[config.mk]
export PLATFORM = sky130hd
export DESIGN_NAME = dmem_arbiter_flat
export DESIGN_NICKNAME = d
export VERILOG_FILES = /design/src/rtl/dmem_arbiter_if.sv /design/src/rtl/dmem_arbiter.sv /design/src/flat_wrapper.sv
export SDC_FILE = /design/constraint.sdc
export NUM_CORES = 1
export LEC_CHECK = 0
export CAP_MARGIN = 30
export CORE_AREA = 2 2 104 106
export DETAILED_ROUTE_END_ITERATION = 7
export DIE_AREA = 0 0 106 108
export GPL_ROUTABILITY_DRIVEN = 0
export PLACE_DENSITY = 0.78
export SETUP_SLACK_MARGIN = 0.3
export SLEW_MARGIN = 20
export SYNTH_ARGS = -nofsm -noshare
export SYNTH_HDL_FRONTEND = slang
export SYNTH_SLANG_ARGS = --single-unit
[constraint.sdc]
create_clock -name i_CLK -period 4.3 [get_ports i_CLK]
set_clock_uncertainty 0.05 [all_clocks]
set_input_delay 0.86 -clock i_CLK [delete_from_list [all_inputs] [get_ports i_CLK]]
set_output_delay 0.86 -clock i_CLK [all_outputs]
set_load 0.02 [all_outputs]
[src/rtl/dmem_arbiter_if.sv]
// ---------------------------------------------------------------------------
// dmem_arbiter_if
// Bundles the signals around the shared single-port data RAM: the MEM-stage
// request, the DMA/debug-loader request and the RAM port itself.
//   slave  : the arbiter side (takes both requests, drives grants and RAM port)
//   master : the surrounding logic (pipeline, DMA engine, RAM instance)
// Signal names keep the original block port names so the hookup into
// MEMORY_STAGE and the hazard unit stays one-to-one.
// ---------------------------------------------------------------------------
interface dmem_arbiter_if #(
    parameter int DATA_WIDTH    = 32,
    parameter int ADDRESS_WIDTH = 32
);
    // MEM pipeline stage request
    logic                     i_PipeReqM;
    logic [ADDRESS_WIDTH-1:0] i_PipeAddrM;
    logic [DATA_WIDTH-1:0]    i_PipeWDataM;
    logic                     i_PipeWEnM;
    logic [1:0]               i_PipeSelM;
    // DMA / debug-loader request
    logic                     i_DmaReq;
    logic [ADDRESS_WIDTH-1:0] i_DmaAddr;
    logic [DATA_WIDTH-1:0]    i_DmaWData;
    logic                     i_DmaWEn;
    logic [1:0]               i_DmaSel;
    logic                     o_DmaGnt;
    logic [DATA_WIDTH-1:0]    o_DmaRData;
    logic                     o_DmaRValid;
    // Hazard unit
    logic                     o_StallM;
    // RAM port
    logic [ADDRESS_WIDTH-1:0] o_RamAddr;
    logic [DATA_WIDTH-1:0]    o_RamData;
    logic                     o_RamWEn;
    logic [1:0]               o_RamSel;
    logic [DATA_WIDTH-1:0]    i_RamRData;

    modport slave (
        input  i_PipeReqM, i_PipeAddrM, i_PipeWDataM, i_PipeWEnM, i_PipeSelM,
        input  i_DmaReq, i_DmaAddr, i_DmaWData, i_DmaWEn, i_DmaSel,
        output o_DmaGnt, o_DmaRData, o_DmaRValid,
        output o_StallM,
        output o_RamAddr, o_RamData, o_RamWEn, o_RamSel,
        input  i_RamRData
    );

    modport master (
        output i_PipeReqM, i_PipeAddrM, i_PipeWDataM, i_PipeWEnM, i_PipeSelM,
        output i_DmaReq, i_DmaAddr, i_DmaWData, i_DmaWEn, i_DmaSel,
        input  o_DmaGnt, o_DmaRData, o_DmaRValid,
        input  o_StallM,
        input  o_RamAddr, o_RamData, o_RamWEn, o_RamSel,
        output i_RamRData
    );
endinterface

[src/rtl/dmem_arbiter.sv]
// ---------------------------------------------------------------------------
// dmem_arbiter
// Shares the single-port data RAM between the MEM pipeline stage and a
// DMA/debug-loader port. The pipeline normally wins; after STARVE_LIMIT
// consecutive denied DMA cycles a DMA burst of at most BURST_MAX grants is
// forced, during which o_StallM holds the MEM stage.
// Ports:
//   i_CLK    : clock, all state on rising edge
//   i_RST_n  : asynchronous active-low reset
//   bus      : dmem_arbiter_if.slave (requests, grants, RAM port, stall)
// Grants, stall and the RAM mux are combinational because the RAM reads
// combinationally and every grant completes in one cycle; only the DMA read
// return (o_DmaRData / o_DmaRValid) is registered.
// ---------------------------------------------------------------------------
module dmem_arbiter #(
    parameter int DATA_WIDTH    = 32,
    parameter int ADDRESS_WIDTH = 32,
    parameter int STARVE_LIMIT  = 4,
    parameter int BURST_MAX     = 4
) (
    input  logic           i_CLK,
    input  logic           i_RST_n,
    dmem_arbiter_if.slave  bus
);
    localparam int WAIT_W  = $clog2(STARVE_LIMIT + 1);
    localparam int BURST_W = $clog2(BURST_MAX + 1);

    localparam logic [WAIT_W-1:0]  WAIT_SAT   = WAIT_W'(STARVE_LIMIT);
    localparam logic [WAIT_W-1:0]  WAIT_LAST  = WAIT_W'(STARVE_LIMIT - 1);
    localparam logic [BURST_W-1:0] BURST_LAST = BURST_W'(BURST_MAX - 1);

    typedef enum logic [0:0] {
        S_PIPE = 1'b0,
        S_DMA  = 1'b1
    } state_t;

    state_t               state_r;
    logic [WAIT_W-1:0]    wait_cnt_r;
    logic [BURST_W-1:0]   burst_cnt_r;
    logic [DATA_WIDTH-1:0] dma_rdata_r;
    logic                 dma_rvalid_r;

    logic pipe_gnt_s;
    logic dma_gnt_s;

    // Grant decision for the current cycle.
    always_comb begin
        pipe_gnt_s = 1'b0;
        dma_gnt_s  = 1'b0;
        case (state_r)
            S_PIPE: begin
                pipe_gnt_s = bus.i_PipeReqM;
                dma_gnt_s  = bus.i_DmaReq & ~bus.i_PipeReqM;
            end
            S_DMA: begin
                if (bus.i_DmaReq) begin
                    dma_gnt_s  = 1'b1;
                    pipe_gnt_s = 1'b0;
                end else begin
                    // Burst ends early; the slot goes back to the pipeline.
                    dma_gnt_s  = 1'b0;
                    pipe_gnt_s = bus.i_PipeReqM;
                end
            end
            default: begin
                pipe_gnt_s = bus.i_PipeReqM;
                dma_gnt_s  = 1'b0;
            end
        endcase
    end

    // RAM port mux: follows the single granted requester, idle bus otherwise.
    always_comb begin
        bus.o_RamAddr = '0;
        bus.o_RamData = '0;
        bus.o_RamWEn  = 1'b0;
        bus.o_RamSel  = 2'b00;
        if (dma_gnt_s) begin
            bus.o_RamAddr = bus.i_DmaAddr;
            bus.o_RamData = bus.i_DmaWData;
            bus.o_RamWEn  = bus.i_DmaWEn;
            bus.o_RamSel  = bus.i_DmaSel;
        end else if (pipe_gnt_s) begin
            bus.o_RamAddr = bus.i_PipeAddrM;
            bus.o_RamData = bus.i_PipeWDataM;
            bus.o_RamWEn  = bus.i_PipeWEnM;
            bus.o_RamSel  = bus.i_PipeSelM;
        end else begin
            bus.o_RamWEn  = 1'b0;
        end
    end

    assign bus.o_DmaGnt    = dma_gnt_s;
    assign bus.o_StallM    = bus.i_PipeReqM & ~pipe_gnt_s;
    assign bus.o_DmaRData  = dma_rdata_r;
    assign bus.o_DmaRValid = dma_rvalid_r;

    // Arbitration FSM with starvation and burst counters.
    always_ff @(posedge i_CLK or negedge i_RST_n) begin
        if (!i_RST_n) begin
            state_r     <= S_PIPE;
            wait_cnt_r  <= '0;
            burst_cnt_r <= '0;
        end else begin
            case (state_r)
                S_PIPE: begin
                    if (bus.i_DmaReq && bus.i_PipeReqM) begin
                        if (wait_cnt_r == WAIT_LAST) begin
                            state_r     <= S_DMA;
                            wait_cnt_r  <= '0;
                            burst_cnt_r <= '0;
                        end else if (wait_cnt_r != WAIT_SAT) begin
                            wait_cnt_r <= wait_cnt_r + WAIT_W'(1);
                        end else begin
                            wait_cnt_r <= wait_cnt_r;
                        end
                    end else begin
                        // DMA was served in the idle slot, or is not asking.
                        wait_cnt_r <= '0;
                    end
                end
                S_DMA: begin
                    wait_cnt_r <= '0;
                    if (bus.i_DmaReq) begin
                        burst_cnt_r <= burst_cnt_r + BURST_W'(1);
                        if (burst_cnt_r == BURST_LAST) begin
                            state_r <= S_PIPE;
                        end else begin
                            state_r <= S_DMA;
                        end
                    end else begin
                        state_r <= S_PIPE;
                    end
                end
                default: begin
                    state_r     <= S_PIPE;
                    wait_cnt_r  <= '0;
                    burst_cnt_r <= '0;
                end
            endcase
        end
    end

    // DMA read return: capture RAM data one cycle after a DMA read grant.
    always_ff @(posedge i_CLK or negedge i_RST_n) begin
        if (!i_RST_n) begin
            dma_rdata_r  <= '0;
            dma_rvalid_r <= 1'b0;
        end else if (dma_gnt_s && !bus.i_DmaWEn) begin
            dma_rdata_r  <= bus.i_RamRData;
            dma_rvalid_r <= 1'b1;
        end else begin
            dma_rvalid_r <= 1'b0;
        end
    end
endmodule

[src/flat_wrapper.sv]
// flat-port wrapper written by rule: the top's interface ports become plain ports
module dmem_arbiter_flat 
#(
    parameter int DATA_WIDTH    = 32,
    parameter int ADDRESS_WIDTH = 32,
    parameter int STARVE_LIMIT  = 4,
    parameter int BURST_MAX     = 4
)
  (i_CLK, i_RST_n, bus_i_PipeReqM, bus_i_PipeAddrM, bus_i_PipeWDataM, bus_i_PipeWEnM, bus_i_PipeSelM, bus_i_DmaReq, bus_i_DmaAddr, bus_i_DmaWData, bus_i_DmaWEn, bus_i_DmaSel, bus_o_DmaGnt, bus_o_DmaRData, bus_o_DmaRValid, bus_o_StallM, bus_o_RamAddr, bus_o_RamData, bus_o_RamWEn, bus_o_RamSel, bus_i_RamRData);
  dmem_arbiter_if #(.DATA_WIDTH(DATA_WIDTH), .ADDRESS_WIDTH(ADDRESS_WIDTH)) bus_i ();
  input  logic i_CLK;
  input  logic i_RST_n;
  input wire logic [$bits(bus_i.i_PipeReqM)-1:0] bus_i_PipeReqM;
  input wire logic [$bits(bus_i.i_PipeAddrM)-1:0] bus_i_PipeAddrM;
  input wire logic [$bits(bus_i.i_PipeWDataM)-1:0] bus_i_PipeWDataM;
  input wire logic [$bits(bus_i.i_PipeWEnM)-1:0] bus_i_PipeWEnM;
  input wire logic [$bits(bus_i.i_PipeSelM)-1:0] bus_i_PipeSelM;
  input wire logic [$bits(bus_i.i_DmaReq)-1:0] bus_i_DmaReq;
  input wire logic [$bits(bus_i.i_DmaAddr)-1:0] bus_i_DmaAddr;
  input wire logic [$bits(bus_i.i_DmaWData)-1:0] bus_i_DmaWData;
  input wire logic [$bits(bus_i.i_DmaWEn)-1:0] bus_i_DmaWEn;
  input wire logic [$bits(bus_i.i_DmaSel)-1:0] bus_i_DmaSel;
  output wire logic [$bits(bus_i.o_DmaGnt)-1:0] bus_o_DmaGnt;
  output wire logic [$bits(bus_i.o_DmaRData)-1:0] bus_o_DmaRData;
  output wire logic [$bits(bus_i.o_DmaRValid)-1:0] bus_o_DmaRValid;
  output wire logic [$bits(bus_i.o_StallM)-1:0] bus_o_StallM;
  output wire logic [$bits(bus_i.o_RamAddr)-1:0] bus_o_RamAddr;
  output wire logic [$bits(bus_i.o_RamData)-1:0] bus_o_RamData;
  output wire logic [$bits(bus_i.o_RamWEn)-1:0] bus_o_RamWEn;
  output wire logic [$bits(bus_i.o_RamSel)-1:0] bus_o_RamSel;
  input wire logic [$bits(bus_i.i_RamRData)-1:0] bus_i_RamRData;
  assign bus_i.i_PipeReqM = bus_i_PipeReqM;
  assign bus_i.i_PipeAddrM = bus_i_PipeAddrM;
  assign bus_i.i_PipeWDataM = bus_i_PipeWDataM;
  assign bus_i.i_PipeWEnM = bus_i_PipeWEnM;
  assign bus_i.i_PipeSelM = bus_i_PipeSelM;
  assign bus_i.i_DmaReq = bus_i_DmaReq;
  assign bus_i.i_DmaAddr = bus_i_DmaAddr;
  assign bus_i.i_DmaWData = bus_i_DmaWData;
  assign bus_i.i_DmaWEn = bus_i_DmaWEn;
  assign bus_i.i_DmaSel = bus_i_DmaSel;
  assign bus_o_DmaGnt = bus_i.o_DmaGnt;
  assign bus_o_DmaRData = bus_i.o_DmaRData;
  assign bus_o_DmaRValid = bus_i.o_DmaRValid;
  assign bus_o_StallM = bus_i.o_StallM;
  assign bus_o_RamAddr = bus_i.o_RamAddr;
  assign bus_o_RamData = bus_i.o_RamData;
  assign bus_o_RamWEn = bus_i.o_RamWEn;
  assign bus_o_RamSel = bus_i.o_RamSel;
  assign bus_i.i_RamRData = bus_i_RamRData;
  dmem_arbiter #(.DATA_WIDTH(DATA_WIDTH), .ADDRESS_WIDTH(ADDRESS_WIDTH), .STARVE_LIMIT(STARVE_LIMIT), .BURST_MAX(BURST_MAX)) u_core (.i_CLK(i_CLK), .i_RST_n(i_RST_n), .bus(bus_i));
endmodule
* After elaboration in Yosys (flattened, before gate mapping)
Index checks and enable logic that the tools add are counted.
Word-level totals: logic and storage cells 49, input bits 170, register bits 40
Cells by class: reductions and logical operators 4, bitwise operators 5, add/sub/neg operators 2, muxes and demuxes 26, eq/ne operators 7
Operators by type and width (count):
- two-way mux 32 bit | 4
- two-way mux 3 bit | 6
- case mux 3 bit (2 select lines) | 2
- two-way mux 1 bit | 9
- adder 3 x 1 -> 3 bit, second input constant | 2
- equality test 3 x 2 -> 1 bit, second input constant | 2
- case mux 1 bit (2 select lines) | 3
- two-way mux 2 bit | 2
- inequality test 2 x 1 -> 1 bit, second input constant | 2
- inequality test 4 bit, second input constant | 1
- inequality test 3 bit, second input constant | 1
- inverter 1 bit | 3
- AND reduction 3 bit | 1
- bitwise AND 1 bit | 2
- logical AND 1 bit | 2
- inequality test 2 bit, second input constant | 1
- zero test 1 bit | 1

* Longest topological paths before layout
depth after elaboration 5, depth in mapped cells 6

* Worst setup path before layout
OpenSTA, ideal clock, no wires.
path type input to output, from input bus_i_PipeReqM, to output bus_o_RamAddr[10], stages on the path 6, slack 1.582 ns, buffers on the path 3, arrival time 1.808 ns, cells stage by stage nor2b_4 > nor2b_1 > buf_2 > buf_4 > buf_2 > a22o_1
Between the ends: cells in the longest elaborated chain, start to end 4, elaborated cells on any way between the ends 7, those cells by class 5 x mux; 2 x bitwise
RTL lines:
- from (decl) | RTL line flat_wrapper.sv:13 | input wire logic [$bits(bus_i.i_PipeReqM)-1:0] bus_i_PipeReqM;
- two-way mux 1 bit or inverter 1 bit (tied branches) | RTL line dmem_arbiter.sv:56, dmem_arbiter.sv:53
- case mux 1 bit (2 select lines) or bitwise AND 1 bit (tied branches) | RTL line dmem_arbiter.sv:50, dmem_arbiter.sv:53
- two-way mux 32 bit or case mux 1 bit (2 select lines) (tied branches) | RTL line dmem_arbiter.sv:83, dmem_arbiter.sv:50
- two-way mux 32 bit (*) | RTL line dmem_arbiter.sv:78 | if (dma_gnt_s) begin
- to (decl) | RTL line flat_wrapper.sv:27 | output wire logic [$bits(bus_i.o_RamAddr)-1:0] bus_o_RamAddr;
Mark *: on every way between the ends. The rest lies on a longest branch, timed or not.

* Worst setup path in the final report
from input bus_i_DmaReq, to output bus_o_RamAddr[21]
Between the ends: cells in the longest elaborated chain, start to end 4, elaborated cells on any way between the ends 7, those cells by class 6 x mux; 1 x bitwise
RTL lines:
- from (decl) | RTL line flat_wrapper.sv:18 | input wire logic [$bits(bus_i.i_DmaReq)-1:0] bus_i_DmaReq;
- two-way mux 1 bit | RTL line dmem_arbiter.sv:56 | if (bus.i_DmaReq) begin
- case mux 1 bit (2 select lines) | RTL line dmem_arbiter.sv:50 | case (state_r)
- two-way mux 32 bit | RTL line dmem_arbiter.sv:83 | end else if (pipe_gnt_s) begin
- two-way mux 32 bit (*) | RTL line dmem_arbiter.sv:78
Marks and branches as above.

==> metrics.yaml <==
grt:
  grt_pass1_wl_um: 16300
  grt-ovfl-total: 0
  grt_pass1_vias: 2794
  antenna_found_initial: 0
  grt.total_usage_pct: 18.7
  grt_max_degree: 69
clocking:
  clk_path_buf_depth: 2
  post_cts_resize_count: 0
  hold_buffers: 0
  clockRootBuffer: "clkbuf_8"
  cts_buffers: 5
  cts.sinks: 40
  h-tree-depth: 2
  clk_latency_ns: 0.29
  cts_tree: "yes"
  clk_pin_slew_ns: 0.08
  postCtsSetupBuffers: 0
placed_design:
  port_buffers: 271
  placed_cell_area_um2: 5120
  hpwl_um: 9340
power:
  pwr_density_cell_nw_per_um2: 279
  vdd.ir_drop.worst_mv: 0.239
  finalPower_w: 0.00146
  power_leakage_nw: 2.15
detailed_routing:
  first_pass_iters: 4
  drt_wl_total_um: 11700
  routedWlPerCell_um: 19.8
  vias_per_cell: 4.62
  ant_nets: 0
  remaining_drc_errors: 0
  drtIter0Drc: 185
  num_vias: 2724
critical_path:
  crit_path_start_kind: "input pin"
  end_kind: "primary output"
  cp.required_ns: 3.39
  crit_arrival_ns: 3.03
  crit_type: "input pin to primary output"
  crit_path_max_fanout: 67
worst_hold_path:
  hp-class: "input pin to asynchronous set/reset pin"
layout:
  diodes: 0
  drive_above_1_share_pct: 11.0
  finalCoreUtilization_pct: 51.3
  layout.nets: 627
  synthToLayoutAreaGrowth_pct: 126
  stdcell_area_um2: 5250
logic_synthesis:
  synth_flop_cell: "dfrtp_1"
  yosys_warnings: 0
  ys_ff_latch: 40
  yosysSeqAreaShare_pct: 43.1
  syn_inst: 190
  yosys-top-cells-count: "a22o_1, dfrtp_1, mux2_2"
  synthArstFlopShare_pct: 100
  synth-edff-count: 0
  synth_top_cell_by_area: "dfrtp_1"
  synth_top_cells_by_area: "dfrtp_1, a22o_1, mux2_2, buf_6, buf_2"
  synthDistinctLibCells: 25
  yosysMostFrequentCell: "a22o_1"
  synth_fp_nets: 364
  syn_area_per_cell_um2: 12.2
  syn-cell-area_um2: 2320
  yosysTopAreaCellShare_pct: 43.1
floorplan:
  dieWidth_um: 106
  core_area_um2: 10200
  fp.dieH_um: 108
  row_count: 37
  ios: 272
  initial_utilization_pct: 22.7
  die_area_um2: 11400
sta:
  relSlewSlack_pct: 72.5
  slew_viol_final: 0
  final.setup.tns_ns: 0
  hold_viol: 0
  max_freq_mhz: 254
  fin_crit_sh_pct: 91.5
  period_needed_ns: 3.94
  finalSetupViolations: 0
  rsz0062_at_grt: "no"
  worst_slew_pin_slew_ns: 0.412
run_status:
  status: "finished clean"
job:
  cap_viol_max_count: 0
## critical path: stages
cell and delay [ns]:
clkdlybuf4s50_1 0.53, nand2_1 0.18, and2_2 0.19, buf_12 0.26
a22o_1 0.28, clkdlybuf4s50_1 0.68
## path summary, 6_finish.rpt
path                                                         endpoint                               from  cells after the start  slack (ns)
worst max register to register  u_core.bus.o_DmaRData[10]$_DFFE_PN0P_           u_core.state_r$_DFF_PN0_                      4        2.67
min in group i_CLK                  u_core.burst_cnt_r[2]$_DFFE_PN0P_  u_core.burst_cnt_r[2]$_DFFE_PN0P_                      1        0.45
worst min register to register      u_core.burst_cnt_r[2]$_DFFE_PN0P_  u_core.burst_cnt_r[2]$_DFFE_PN0P_                      1        0.45
worst max-delay path                                bus_o_RamAddr[21]                       bus_i_DmaReq                      6        0.36
worst min-delay path             u_core.bus.o_DmaRData[1]$_DFFE_PN0P_                            i_RST_n                      1        0.39
max in group asynchronous       u_core.bus.o_DmaRData[10]$_DFFE_PN0P_                            i_RST_n                      2        3.35
## cell type report
cell class | count | area (µm²)
clock buffer | 5 | 68.8
clock inverter | 3 | 42.5
fill | 895 | 4980
inverter | 5 | 18.8
multi-input combinational | 126 | 1170
sequential | 40 | 1000
tap | 136 | 170
timing repair buffer | 275 | 2780
## flip-flops by register name, summed over array words and instances, names as in the netlist
signal	flops
u_core.burst_cnt_r	3
u_core.bus.o_DmaRData	32
u_core.bus.o_DmaRValid	1
u_core.state_r	1
u_core.wait_cnt_r	3
## cells by family after synthesis
logic type,share of synthesized area (%)
XOR/XNOR,0.377
flip-flops,43.1
AND/OR/NAND/NOR,3.77
buffers and inverters,6.84
AO/OA/AOI/OAI,27.4
adder cells (fa/ha/maj),2.15
multiplexers,16.4
## placed cells by master, fill, tap and decap left out, types with 2 or more instances in the layout
| cell type | count |
|---|---|
| a21oi_1 | 2 |
| a22o_1 | 68 |
| buf_12 | 3 |
| clkbuf_8 | 5 |
| clkdlybuf4s50_1 | 270 |
| dfrtp_1 | 40 |
| ha_1 | 4 |
| inv_1 | 5 |
| mux2_2 | 33 |
| nand2_1 | 2 |
| nor2_1 | 2 |
| nor2b_4 | 2 |
| o21ai_0 | 3 |
## where the power goes
group | internal (W) | switching, W
combinational | 0.000403 | 0.000288
clock | 0.000172 | 0.000133
sequential | 0.000437 | 0.0000312
## stage by stage
stage | setup WS (ns) | hold slack [ns] | std cells
after floorplan | 1.58 | 0.406 | 190
after global placement | 0.460 | 0.427 | 581
after detailed placement | 0.422 | 0.437 | 581
after CTS | 0.404 | 0.457 | 589
after global routing | 0.302 | 0.397 | 590
final | 0.364 | 0.392 | 590
## routing by layer
metal | wire, µm | track usage [%]
met1 | 4310 | 21.6
met2 | 5810 | 32.1
met3 | 1430 | 8.50
met4 | 113 | 4.04
met5 | 0 | 0
(Power assumes the default switching activity.)
